--- src/rtl/vsmp_pkg.sv ---
// rtl/vsmp_pkg.sv - shared VSMP opcodes, ALU function codes and sequencer states
package vsmp_pkg;

    localparam logic [3:0] OP_NOP = 4'h0;
    localparam logic [3:0] OP_LDA = 4'h1;
    localparam logic [3:0] OP_LDB = 4'h2;
    localparam logic [3:0] OP_ADD = 4'h3;
    localparam logic [3:0] OP_SUB = 4'h4;
    localparam logic [3:0] OP_AND = 4'h5;
    localparam logic [3:0] OP_OR  = 4'h6;
    localparam logic [3:0] OP_XOR = 4'h7;
    localparam logic [3:0] OP_JMP = 4'h8;
    localparam logic [3:0] OP_JZ  = 4'h9;
    localparam logic [3:0] OP_JC  = 4'hA;
    localparam logic [3:0] OP_HLT = 4'hF;

    // ALU function codes; the ALU decodes the same values
    localparam logic [2:0] ALU_ADD = 3'd0;
    localparam logic [2:0] ALU_SUB = 3'd1;
    localparam logic [2:0] ALU_AND = 3'd2;
    localparam logic [2:0] ALU_OR  = 3'd3;
    localparam logic [2:0] ALU_XOR = 3'd4;

    typedef enum logic [1:0] {
        ST_FETCH   = 2'd0,
        ST_DECODE  = 2'd1,
        ST_EXECUTE = 2'd2,
        ST_HALT    = 2'd3
    } seq_state_t;

    function automatic logic is_alu_op(input logic [3:0] op);
        return (op >= OP_ADD) && (op <= OP_XOR);
    endfunction

endpackage

--- src/rtl/vsmp_program_counter.sv ---
// rtl/vsmp_program_counter.sv - program counter with increment, load and async reset
module vsmp_program_counter #(
    parameter int DATA_W = 4
) (
    input  logic              clk,
    input  logic              rst,
    input  logic              inc,
    input  logic              load,
    input  logic [DATA_W-1:0] load_value,
    output logic [DATA_W-1:0] pc
);

    // Load wins over increment; increment wraps naturally at 2^DATA_W
    always_ff @(posedge clk or posedge rst) begin
        if (rst) begin
            pc <= '0;
        end else if (load) begin
            pc <= load_value;
        end else if (inc) begin
            pc <= pc + 1'b1;
        end
    end

endmodule

--- src/rtl/vsmp_control_sequencer.sv ---
// rtl/vsmp_control_sequencer.sv - VSMP fetch/decode/execute controller
module vsmp_control_sequencer
    import vsmp_pkg::*;
#(
    parameter int DATA_W = 4
) (
    input  logic                CLK,
    input  logic                RST,
    input  logic                RUN,
    input  logic [DATA_W+3:0]   INSTR,
    input  logic                ZERO,
    input  logic                CARRY,
    output logic [DATA_W-1:0]   PCOUT,
    output logic [DATA_W-1:0]   DATA,
    output logic [2:0]          ALUOP,
    output logic                LOADA,
    output logic                LOADB,
    output logic                ENABLEALU,
    output logic                ENABLEINSTR,
    output logic                HALTED
);

    seq_state_t          state;
    logic [DATA_W+3:0]   ir;
    logic                z_flag;
    logic                c_flag;
    logic [3:0]          op;
    logic [DATA_W-1:0]   imm;
    logic [3:0]          alu_sel;
    logic                pc_inc;
    logic                jump_taken;

    assign op      = ir[DATA_W+3:DATA_W];
    assign imm     = ir[DATA_W-1:0];
    assign alu_sel = op - OP_ADD;

    assign pc_inc     = (state == ST_FETCH) && RUN;
    // Flags only change at the end of an ALU-op EXECUTE, so the stored values are current here
    assign jump_taken = (state == ST_EXECUTE) &&
                        ((op == OP_JMP) || ((op == OP_JZ) && z_flag) || ((op == OP_JC) && c_flag));

    vsmp_program_counter #(.DATA_W(DATA_W)) u_pc (
        .clk        (CLK),
        .rst        (RST),
        .inc        (pc_inc),
        .load       (jump_taken),
        .load_value (imm),
        .pc         (PCOUT)
    );

    always_ff @(posedge CLK or posedge RST) begin
        if (RST) begin
            state       <= ST_FETCH;
            ir          <= '0;
            z_flag      <= 1'b0;
            c_flag      <= 1'b0;
            DATA        <= '0;
            ALUOP       <= '0;
            LOADA       <= 1'b0;
            LOADB       <= 1'b0;
            ENABLEALU   <= 1'b0;
            ENABLEINSTR <= 1'b0;
            HALTED      <= 1'b0;
        end else begin
            case (state)
                ST_FETCH: begin
                    if (RUN) begin
                        ir    <= INSTR;
                        state <= ST_DECODE;
                    end
                end
                ST_DECODE: begin
                    state <= ST_EXECUTE;
                    case (op)
                        OP_LDA: begin
                            LOADA       <= 1'b1;
                            ENABLEINSTR <= 1'b1;
                            DATA        <= imm;
                        end
                        OP_LDB: begin
                            LOADB       <= 1'b1;
                            ENABLEINSTR <= 1'b1;
                            DATA        <= imm;
                        end
                        OP_ADD, OP_SUB, OP_AND, OP_OR, OP_XOR: begin
                            LOADA     <= 1'b1;
                            ENABLEALU <= 1'b1;
                            ALUOP     <= alu_sel[2:0];
                        end
                        OP_HLT: begin
                            state  <= ST_HALT;
                            HALTED <= 1'b1;
                        end
                        default: ;
                    endcase
                end
                ST_EXECUTE: begin
                    LOADA       <= 1'b0;
                    LOADB       <= 1'b0;
                    ENABLEALU   <= 1'b0;
                    ENABLEINSTR <= 1'b0;
                    if (is_alu_op(op)) begin
                        z_flag <= ZERO;
                        c_flag <= CARRY;
                    end
                    state <= ST_FETCH;
                end
                ST_HALT: state <= ST_HALT;
                default: state <= ST_FETCH;
            endcase
        end
    end

endmodule

--- config.mk ---
export PLATFORM = sky130hd
export DESIGN_NAME = vsmp_control_sequencer
export DESIGN_NICKNAME = d
export VERILOG_FILES = /design/src/rtl/vsmp_pkg.sv /design/src/rtl/vsmp_program_counter.sv /design/src/rtl/vsmp_control_sequencer.sv
export SDC_FILE = /design/constraint.sdc
export NUM_CORES = 1
export LEC_CHECK = 0
export ABC_AREA = 1
export CAP_MARGIN = 0
export CELL_PAD_IN_SITES_DETAIL_PLACEMENT = 0
export CELL_PAD_IN_SITES_GLOBAL_PLACEMENT = 1
export CORE_MARGIN = 2
export CORE_UTILIZATION = 49
export DETAILED_ROUTE_END_ITERATION = 16
export DONT_BUFFER_PORTS = 1
export PLACE_DENSITY = 0.88
export SLEW_MARGIN = 20
export SYNTH_ARGS = -nofsm -noshare
export SYNTH_HDL_FRONTEND = slang
export SYNTH_SLANG_ARGS = --single-unit
--- constraint.sdc ---
create_clock -name CLK -period 3.6 [get_ports CLK]
set_input_delay 1.08 -clock CLK [delete_from_list [all_inputs] [get_ports CLK]]
set_output_delay 1.08 -clock CLK [all_outputs]
set_load 0.05 [all_outputs]
==> flow_metrics.py, run 1 <==
metrics = {
    "clocking": {
        "clk_latency_ns": 0.33,
        "cts_tree": "yes",
        "cts.sinks": 28,
        "ctsLongestPathBuffers": 2,
        "htree_levels": 1,
        "cts_buffers": 3,
        "clkTransAtPathRegs_ns": 0.16,
        "root_buffer": "clkbuf_4",
        "post_cts_resized": 0,
        "cts_setup_buffers": 0,
        "cts_hold_buffers": 0,
    },
    "global_route": {
        "grt_max_degree": 29,
        "grt_pass1_wl_microns": 4220,
        "gr-total-overflow": 0,
        "grt_usage_pct": 16.6,
        "grt_pass1_vias": 964,
        "antenna_found_initial": 0,
    },
    "final_layout": {
        "fillCellCount": 232,
        "drive_gt1_share_pct": 12.7,
        "syn_to_final_growth_pct": 5.60,
        "diodes": 0,
        "multi_input_area_sq_um": 568,
        "seqCellArea_sq_um": 701,
        "nNetsFinal": 169,
    },
    "hold_path": {
        "hold_depth": 2,
        "hp-class": "flop to flop",
        "min-delay-start": "c_flag$_DFFE_PP0P_",
        "whs_endpoint": "c_flag$_DFFE_PP0P_",
    },
    "critical_path": {
        "rr_endpoint": "u_pc.pc[0]$_DFFE_PP0P_",
        "r2r_slack_ns": 2.19,
        "worstSetupPathType": "flop to output port",
        "cp-end-kind": "output port",
        "start_kind": "flop",
        "required_ns": 2.52,
        "reg2reg_from": "ir[4]$_DFFE_PP0P_",
        "crit_fanout": 5,
        "cp.arrival_ns": 1.06,
        "worstRegToRegCells": 8,
    },
    "sta": {
        "slew_headroom_pct": 63.0,
        "setup-violations-final": 0,
        "fin_crit_ns": 2.14,
        "tightest_slew_ns": 0.555,
        "report.final.slew_viol_count": 0,
        "hold_violations": 0,
        "fin_skew_ns": 0.0166,
        "max_clock_freq_mhz": 468,
        "fin_crit_sh_pct": 59.3,
        "timing.hold.ws_ns": 0.507,
        "fin_setup_tns_ns": 0,
        "rsz0062_at_grt": "no",
    },
    "logic_synthesis": {
        "syn_nets": 166,
        "ys.warnings.count": 0,
        "synth_area_per_cell_sq_um": 9.05,
        "async_reset_ff_share_pct": 100,
        "ys_seq_area_share_pct": 52.3,
        "syn_area_sq_um": 1340,
        "synth_compound_area_share_pct": 4.86,
        "synth.most_common_cell": "nand2_1",
        "syn_inst": 148,
        "synth_top_area_share_pct": 52.3,
        "synth_adder_area_share_pct": 4.67,
        "synth_top_family_by_area": "simple AND/OR/NAND/NOR gates",
        "synth.distinct_cells": 21,
        "synth_common_cells": "nand2_1 (43), dfrtp_1 (28), nand3_1 (19)",
        "synthTopCellsByArea": "dfrtp_1 (52%), nand2_1 (12%), nand3_1 (7.1%)",
        "synth_area_leader_cell": "dfrtp_1",
        "muxShareOfSynthArea_pct": 0,
        "yosys.area_share.simple_pct": 32.2,
        "synth_seq_cells": 28,
        "synth-main-ff-cell": "dfrtp_1",
        "synth_xor_area_share_pct": 0.654,
        "synth-edff-count": 0,
    },
    "route": {
        "antenna_left": 0,
        "avgViaCountPerCell": 5.20,
        "dr.pass1.iters": 4,
        "wl_met1_microns": 1110,
        "wl_per_cell_microns": 12.7,
        "topRoutingLayerUsed": "met4",
        "route.met3.wl_microns": 132,
        "post-route-drc-count": 0,
        "drt_iter0_markers": 15,
        "num_vias": 936,
        "routed_wl_microns": 2280,
        "wl_met2_microns": 1020,
    },
    "floorplanning": {
        "core_region_area_sq_um": 2540,
        "dieArea_sq_um": 3170,
        "die_x_microns": 56.3,
        "ioPinCount": 29,
        "die_y_microns": 56.3,
        "initial_core_util_pct": 52.7,
        "num_rows": 18,
    },
    "power_and_ir_drop": {
        "power_leakage_nw": 0.731,
        "power_density_nw_per_um2": 371,
        "peakVddDrop_v": 0.000259,
    },
    "outcome": {
        "status": "completed",
    },
    "placement": {
        "dp_hpwl_microns": 1770,
        "port_buffers": 0,
        "place.gp.congestion": 0.781,
    },
    "flow_run": {
        "maxCapViolCount": 0,
    },
}
cells in the final DEF, fill, tap and decap left out:
| master | n |
|---|---|
| nand2_1 | 43 |
| dfrtp_1 | 28 |
| ha_1 | 5 |
| inv_2 | 3 |
| nand2_2 | 2 |
| nor3_1 | 1 |
| nand3_1 | 19 |
| nor2_1 | 7 |
| clkbuf_4 | 3 |
| nand4_1 | 1 |
| nand3b_4 | 1 |
| or2_1 | 1 |
| nor3_2 | 1 |
| o21ai_0 | 12 |
| inv_1 | 12 |
| a21oi_1 | 1 |
| nand2_4 | 4 |
| nand3_2 | 1 |
| bufinv_16 | 1 |
| xor2_1 | 1 |
| nor2_4 | 3 |
routing by layer:
metal  vias to the layer above  GRT usage (%)
met2                        25           26.6
met1                       432           22.4
met4                         0           4.76
met3                         2           4.38
li1                        477              -
met5                         -              0
worst max path at each step:
| stage | start | endpoint | slack, ns | cells after the start |
|---|---|---|---|---|
| after floorplan | u_pc.pc[0]$_DFFE_PP0P_ | PCOUT[0] | 1.87 | 0 |
| after global placement | RST | ir[4]$_DFFE_PP0P_ | 1.72 | 1 |
| after detailed placement | RST | ir[3]$_DFFE_PP0P_ | 1.65 | 1 |
| after CTS | u_pc.pc[0]$_DFFE_PP0P_ | PCOUT[0] | 1.46 | 0 |
| after global routing | u_pc.pc[2]$_DFFE_PP0P_ | PCOUT[2] | 1.41 | 0 |
| final | u_pc.pc[0]$_DFFE_PP0P_ | PCOUT[0] | 1.46 | 0 |
registers in the layout, summed over array words and instances (netlist names):
register / cells
ir: 8
state: 2
DATA: 4
u_pc.pc: 4
ENABLEALU: 1
HALTED: 1
LOADA: 1
ENABLEINSTR: 1
LOADB: 1
ALUOP: 3
z_flag: 1
c_flag: 1
final cells by class:
class / count / area share (%)
multi-input combinational: 103 / 40.1
clock inverter: 1 / 2.12
inverter: 15 / 3.98
sequential: 28 / 49.5
clock buffer: 3 / 1.59
tap: 30 / 2.65
logic make-up (layout without fill, tap and decap cells):
kind of cell	count (synthesis)	in the layout
flops	28	28
buf+inv	17	19
compound gates	13	13
xor+xnor	1	1
fa+ha+maj	5	5
simple gates	84	84
power by group:
part / switching [mW] / internal [mW]
Clock: 0.0922 / 0.113
Combinational: 0.00552 / 0.000140
Sequential: 0 / 0.315
Total: 0.0977 / 0.427
metrics by stage:
| stage | setup slack (ns) | cell area, sq um | std cells | power [mW] | util (%) |
|---|---|---|---|---|---|
| floorplan | 1.87 | 1340 | 148 | 0.325 | - |
| global placement | 1.72 | 1360 | 176 | 0.326 | 53.5 |
| detailed placement | 1.65 | 1360 | 176 | 0.327 | 53.5 |
| CTS | 1.46 | 1420 | 180 | 0.528 | 55.6 |
| global route | 1.41 | 1420 | 180 | 0.544 | 55.6 |
| finish | 1.46 | 1420 | 180 | 0.525 | 55.6 |
tightest hold or removal path, delay by kind of cell, from the launching register on:
kind | cells | cell delay (ns)
and+or+nand+nor | 2 | 0.11
DFF | 1 | 0.38
Power figures use the tool's default switching activity.
==> inputs of run 2 (changes only) <==
--- a/config.mk
+++ b/config.mk
@@ -10,10 +10,10 @@
 export CELL_PAD_IN_SITES_DETAIL_PLACEMENT = 0
 export CELL_PAD_IN_SITES_GLOBAL_PLACEMENT = 1
 export CORE_MARGIN = 2
-export CORE_UTILIZATION = 49
+export CORE_UTILIZATION = 45
 export DETAILED_ROUTE_END_ITERATION = 16
 export DONT_BUFFER_PORTS = 1
-export PLACE_DENSITY = 0.88
+export PLACE_DENSITY = 0.83
 export SLEW_MARGIN = 20
 export SYNTH_ARGS = -nofsm -noshare
 export SYNTH_HDL_FRONTEND = slang
==> constraint.sdc (replaced) <==
create_clock -name CLK -period 2.15 [get_ports CLK]
set_input_delay 0.645 -clock CLK [delete_from_list [all_inputs] [get_ports CLK]]
set_output_delay 0.645 -clock CLK [all_outputs]
set_load 0.05 [all_outputs]
==> flow_metrics.py, run 2 (synthesis results as in run 1) <==
metrics = {
    "outcome": {
        "status": "completed",
    },
    "clocking": {
        "post_cts_resized": 0,
        "root_buffer": "clkbuf_4",
        "cts.sinks": 28,
        "cts_setup_buffers": 0,
        "ctsLongestPathBuffers": 2,
        "clk_latency_ns": 0.32,
        "clkTransAtPathRegs_ns": 0.14,
        "htree_levels": 1,
        "cts_hold_buffers": 0,
        "cts_buffers": 3,
        "cts_tree": "yes",
    },
    "final_layout": {
        "nNetsFinal": 170,
        "postLayoutCoreUtil_pct": 50.6,
        "drive_gt1_share_pct": 12.6,
        "final_common_cell": "nand2_1",
        "final_cell_area_sq_um": 1410,
        "final_cell_mix": "nand2_1 (43), dfrtp_1 (28), nand3_1 (19)",
        "fillCellCount": 281,
        "diodes": 0,
        "multi_input_area_sq_um": 568,
        "largest_register_ffs": 8,
        "largest-register": "ir",
        "seqCellArea_sq_um": 701,
        "syn_to_final_growth_pct": 5.04,
        "top_regs": "ir x8, DATA x4, u_pc.pc x4",
    },
    "floorplanning": {
        "dieArea_sq_um": 3430,
        "ioPinCount": 29,
        "die_y_microns": 58.6,
        "num_rows": 19,
        "core_region_area_sq_um": 2780,
        "die_x_microns": 58.6,
        "initial_core_util_pct": 48.2,
    },
    "sta": {
        "setup-violations-final": 0,
        "hold_violations": 0,
        "rsz0062_at_grt": "no",
        "max_clock_freq_mhz": 588,
        "fin_setup_tns_ns": 0,
        "fin_skew_ns": 0.00646,
        "slew_headroom_pct": 62.1,
        "fin_crit_ns": 1.70,
        "fin_crit_sh_pct": 79.1,
        "tightest_slew_ns": 0.568,
        "setup_slack_ns": 0.449,
        "report.final.slew_viol_count": 0,
    },
    "critical_path": {
        "cp-end-kind": "output port",
        "crit_fanout": 5,
        "cp.arrival_ns": 1.06,
        "start_kind": "flop",
        "required_ns": 1.50,
        "worstSetupPathType": "flop to output port",
    },
    "route": {
        "antenna_left": 0,
        "wl_per_cell_microns": 13.4,
        "routed_wl_microns": 2430,
        "avgViaCountPerCell": 5.20,
        "post-route-drc-count": 0,
        "dr.pass1.iters": 4,
        "num_vias": 947,
        "drt_iter0_markers": 43,
    },
    "global_route": {
        "grt_pass1_vias": 973,
        "grt_pass1_wl_microns": 4350,
        "antenna_found_initial": 0,
        "grt_usage_pct": 16.4,
        "grt_max_degree": 29,
        "gr-total-overflow": 0,
    },
    "hold_path": {
        "hp-class": "input port to asynchronous set/reset pin",
    },
    "placement": {
        "pre_cts_ws_ns": 0.764,
        "port_buffers": 0,
        "dp_hpwl_microns": 1850,
        "placed_area_sq_um": 1370,
        "place.gp.congestion": 0.790,
    },
    "power_and_ir_drop": {
        "power_density_nw_per_um2": 560,
        "peakVddDrop_v": 0.000268,
        "total_power_uw": 788,
        "power_leakage_nw": 0.730,
    },
    "flow_run": {
        "maxCapViolCount": 0,
    },
}
run 2: cell count changes in the layout (fill, tap and decap cells not counted):
cell       change
buf_4          +1
clkbuf_8       +1
inv_2          -1
bufinv_16      -1
inv_1          +1
run 2: layout make-up:
cell class	instances	share of cell area, %
sequential	28	49.8
multi-input combinational	103	40.4
inverter	15	4.00
tap	31	2.76
timing repair buffer	1	0.533
clock buffer	4	2.58
run 2: where the power goes:
| part | switching, mW | leakage [nW] | internal [mW] |
|---|---|---|---|
| Combinational | 0.00972 | 0.401 | 0.00140 |
| Sequential | 0 | 0.308 | 0.527 |
| Clock | 0.147 | 0.0210 | 0.104 |
| Total | 0.157 | 0.730 | 0.632 |
run 2: metal layers:
metal	vias to the layer above	part of all wire [%]	track usage, %	wire length [microns]
li1	482	-	-	-
met1	441	47	22.3	1140
met2	20	47	27.1	1140
met3	4	4.7	2.64	113
met4	0	1.4	5.19	35
met5	-	0	0	0
run 2: final timing paths:
| check | from | to | slack [ns] | cells after the start |
|---|---|---|---|---|
| worst max register to register | ir[4]$_DFFE_PP0P_ | u_pc.pc[0]$_DFFE_PP0P_ | 0.77 | 8 |
| min in group CLK | INSTR[0] | ir[0]$_DFFE_PP0P_ | 0.43 | 2 |
| worst max-delay path | u_pc.pc[0]$_DFFE_PP0P_ | PCOUT[0] | 0.45 | 0 |
| worst min register to register | state[0]$_DFFE_PP0P_ | state[1]$_DFFE_PP0P_ | 0.51 | 0 |
| worst min-delay path | RST | u_pc.pc[0]$_DFFE_PP0P_ | 0.25 | 2 |
| max in group asynchronous | RST | ir[5]$_DFFE_PP0P_ | 1.65 | 2 |
run 2: per-stage QoR:
step,cells,hold WS [ns]
3_3_place_gp,178,0.480
4_1_cts,182,0.256
3_5_place_dp,178,0.483
2_1_floorplan,148,0.442
5_1_grt,182,0.271
6_report,182,0.248
==> inputs of run 3 (changes only) <==
==> constraint.sdc (replaced) <==
create_clock -name CLK -period 1.7 [get_ports CLK]
set_input_delay 0.51 -clock CLK [delete_from_list [all_inputs] [get_ports CLK]]
set_output_delay 0.51 -clock CLK [all_outputs]
set_load 0.05 [all_outputs]
==> flow_metrics.py, run 3 (synthesis results as in run 1) <==
metrics = {
    "outcome": {
        "status": "completed",
    },
    "route": {
        "drt_iter0_markers": 26,
        "post-route-drc-count": 0,
        "wl_per_cell_microns": 13.2,
        "routed_wl_microns": 2420,
        "dr.pass1.iters": 4,
        "num_vias": 934,
        "antenna_left": 0,
        "avgViaCountPerCell": 5.10,
    },
    "power_and_ir_drop": {
        "p_int_uw": 799,
        "comb_power_share_pct": 1.4,
        "p_sw_share_pct": 20.5,
        "peakVddDrop_v": 0.000490,
        "power_leakage_nw": 0.735,
        "power_density_nw_per_um2": 710,
        "switchingPower_uw": 206,
        "p_seq_share_pct": 66.3,
        "power_frac_clock_pct": 32.3,
    },
    "final_layout": {
        "final_cell_mix": "nand2_1 (43), dfrtp_1 (28), nand3_1 (19)",
        "layout.cells.non_filler": 183,
        "largest-register": "ir",
        "top_regs": "ir x8, DATA x4, u_pc.pc x4",
        "final_common_cell": "nand2_1",
        "drive_gt1_share_pct": 13.2,
        "nNetsFinal": 171,
        "syn_to_final_growth_pct": 5.60,
        "largest_register_ffs": 8,
        "fillCellCount": 286,
        "seqCellArea_sq_um": 701,
        "multi_input_area_sq_um": 568,
        "postLayoutCoreUtil_pct": 50.9,
        "diodes": 0,
        "final_cell_area_sq_um": 1420,
    },
    "clocking": {
        "cts_tree": "yes",
        "ctsLongestPathBuffers": 2,
        "clk_latency_ns": 0.33,
        "post_cts_resized": 0,
        "root_buffer": "clkbuf_4",
        "htree_levels": 1,
        "cts_hold_buffers": 0,
        "cts.sinks": 28,
        "cts_buffers": 3,
        "cts_setup_buffers": 0,
        "clkTransAtPathRegs_ns": 0.15,
    },
    "placement": {
        "pre_cts_ws_ns": 0.333,
        "dp_hpwl_microns": 1870,
        "place.gp.congestion": 0.753,
        "port_buffers": 0,
        "placed_area_sq_um": 1380,
        "dp.cells": 179,
    },
    "floorplanning": {
        "die_y_microns": 58.6,
        "core_region_area_sq_um": 2780,
        "num_rows": 19,
        "initial_core_util_pct": 48.2,
        "dieArea_sq_um": 3430,
        "ioPinCount": 29,
        "die_x_microns": 58.6,
    },
    "sta": {
        "fin_crit_ns": 1.56,
        "tightest_slew_ns": 0.553,
        "setup_slack_ns": 0.137,
        "setup-violations-final": 0,
        "rsz0062_at_grt": "no",
        "fin_crit_sh_pct": 91.9,
        "fin_skew_ns": 0.0108,
        "hold_violations": 0,
        "max_clock_freq_mhz": 640,
        "report.final.slew_viol_count": 0,
        "fin_setup_tns_ns": 0,
        "slew_headroom_pct": 63.1,
    },
    "critical_path": {
        "cp-end-kind": "output port",
        "rr_endpoint": "u_pc.pc[0]$_DFFE_PP0P_",
        "worstSetupPathType": "flop to output port",
        "start_kind": "flop",
        "required_ns": 1.19,
        "worstRegToRegCells": 8,
        "cp_num_cells": 0,
        "r2r_slack_ns": 0.33,
        "cp.arrival_ns": 1.05,
        "crit_fanout": 4,
        "reg2reg_from": "ir[4]$_DFFE_PP0P_",
    },
    "global_route": {
        "grt_pass1_vias": 944,
        "grt_usage_pct": 16.4,
        "grt_pass1_wl_microns": 4310,
        "grt_max_degree": 29,
        "gr-total-overflow": 0,
        "antenna_found_initial": 0,
    },
    "hold_path": {
        "hp-class": "input port to asynchronous set/reset pin",
    },
    "flow_run": {
        "maxCapViolCount": 0,
    },
}
[run 3: changes by cell type in the layout (fill, tap and decap cells not counted)]
cell / before / now
buf_4: 1 / 2
[run 3: layout make-up]
| type | instances | area share [%] |
|---|---|---|
| sequential | 28 | 49.5 |
| multi-input combinational | 103 | 40.1 |
| inverter | 15 | 3.98 |
| tap | 31 | 2.74 |
| clock buffer | 4 | 2.56 |
| timing repair buffer | 2 | 1.06 |
[run 3: worst max path at each step]
stage,start,endpoint,slack (ns)
final,u_pc.pc[2]$_DFFE_PP0P_,PCOUT[2],0.14
after floorplan,u_pc.pc[0]$_DFFE_PP0P_,u_pc.pc[2]$_DFFE_PP0P_,0.41
after global placement,u_pc.pc[1]$_DFFE_PP0P_,u_pc.pc[2]$_DFFE_PP0P_,0.38
after CTS,u_pc.pc[2]$_DFFE_PP0P_,PCOUT[2],0.13
after global routing,u_pc.pc[2]$_DFFE_PP0P_,PCOUT[2],0.09
after detailed placement,ir[4]$_DFFE_PP0P_,u_pc.pc[0]$_DFFE_PP0P_,0.33
[run 3: routing by layer]
| layer | GRT usage (%) | part of all wire (%) | routed length [microns] |
|---|---|---|---|
| met1 | 23.1 | 48 | 1150 |
| met2 | 26.0 | 47 | 1130 |
| met3 | 3.08 | 4.5 | 109 |
| met4 | 4.87 | 1.2 | 29 |
| met5 | 0 | 0 | 0 |
[run 3: power groups by stage]
stage	Sequential (mW)	Combinational (mW)	Clock (mW)
final	0.666	0.0140	0.325
after global routing	0.666	0.0172	0.353
after CTS	0.666	0.0154	0.331
after detailed placement	0.679	0.0154	0
after global placement	0.679	0.0152	0
after floorplan	0.679	0.00989	0
[run 3: stage by stage]
step	hold WS, ns	total power [mW]
floorplan	0.442	0.689
global placement	0.476	0.694
detailed placement	0.483	0.694
CTS	0.114	1.01
global route	0.138	1.04
finish	0.103	1.00
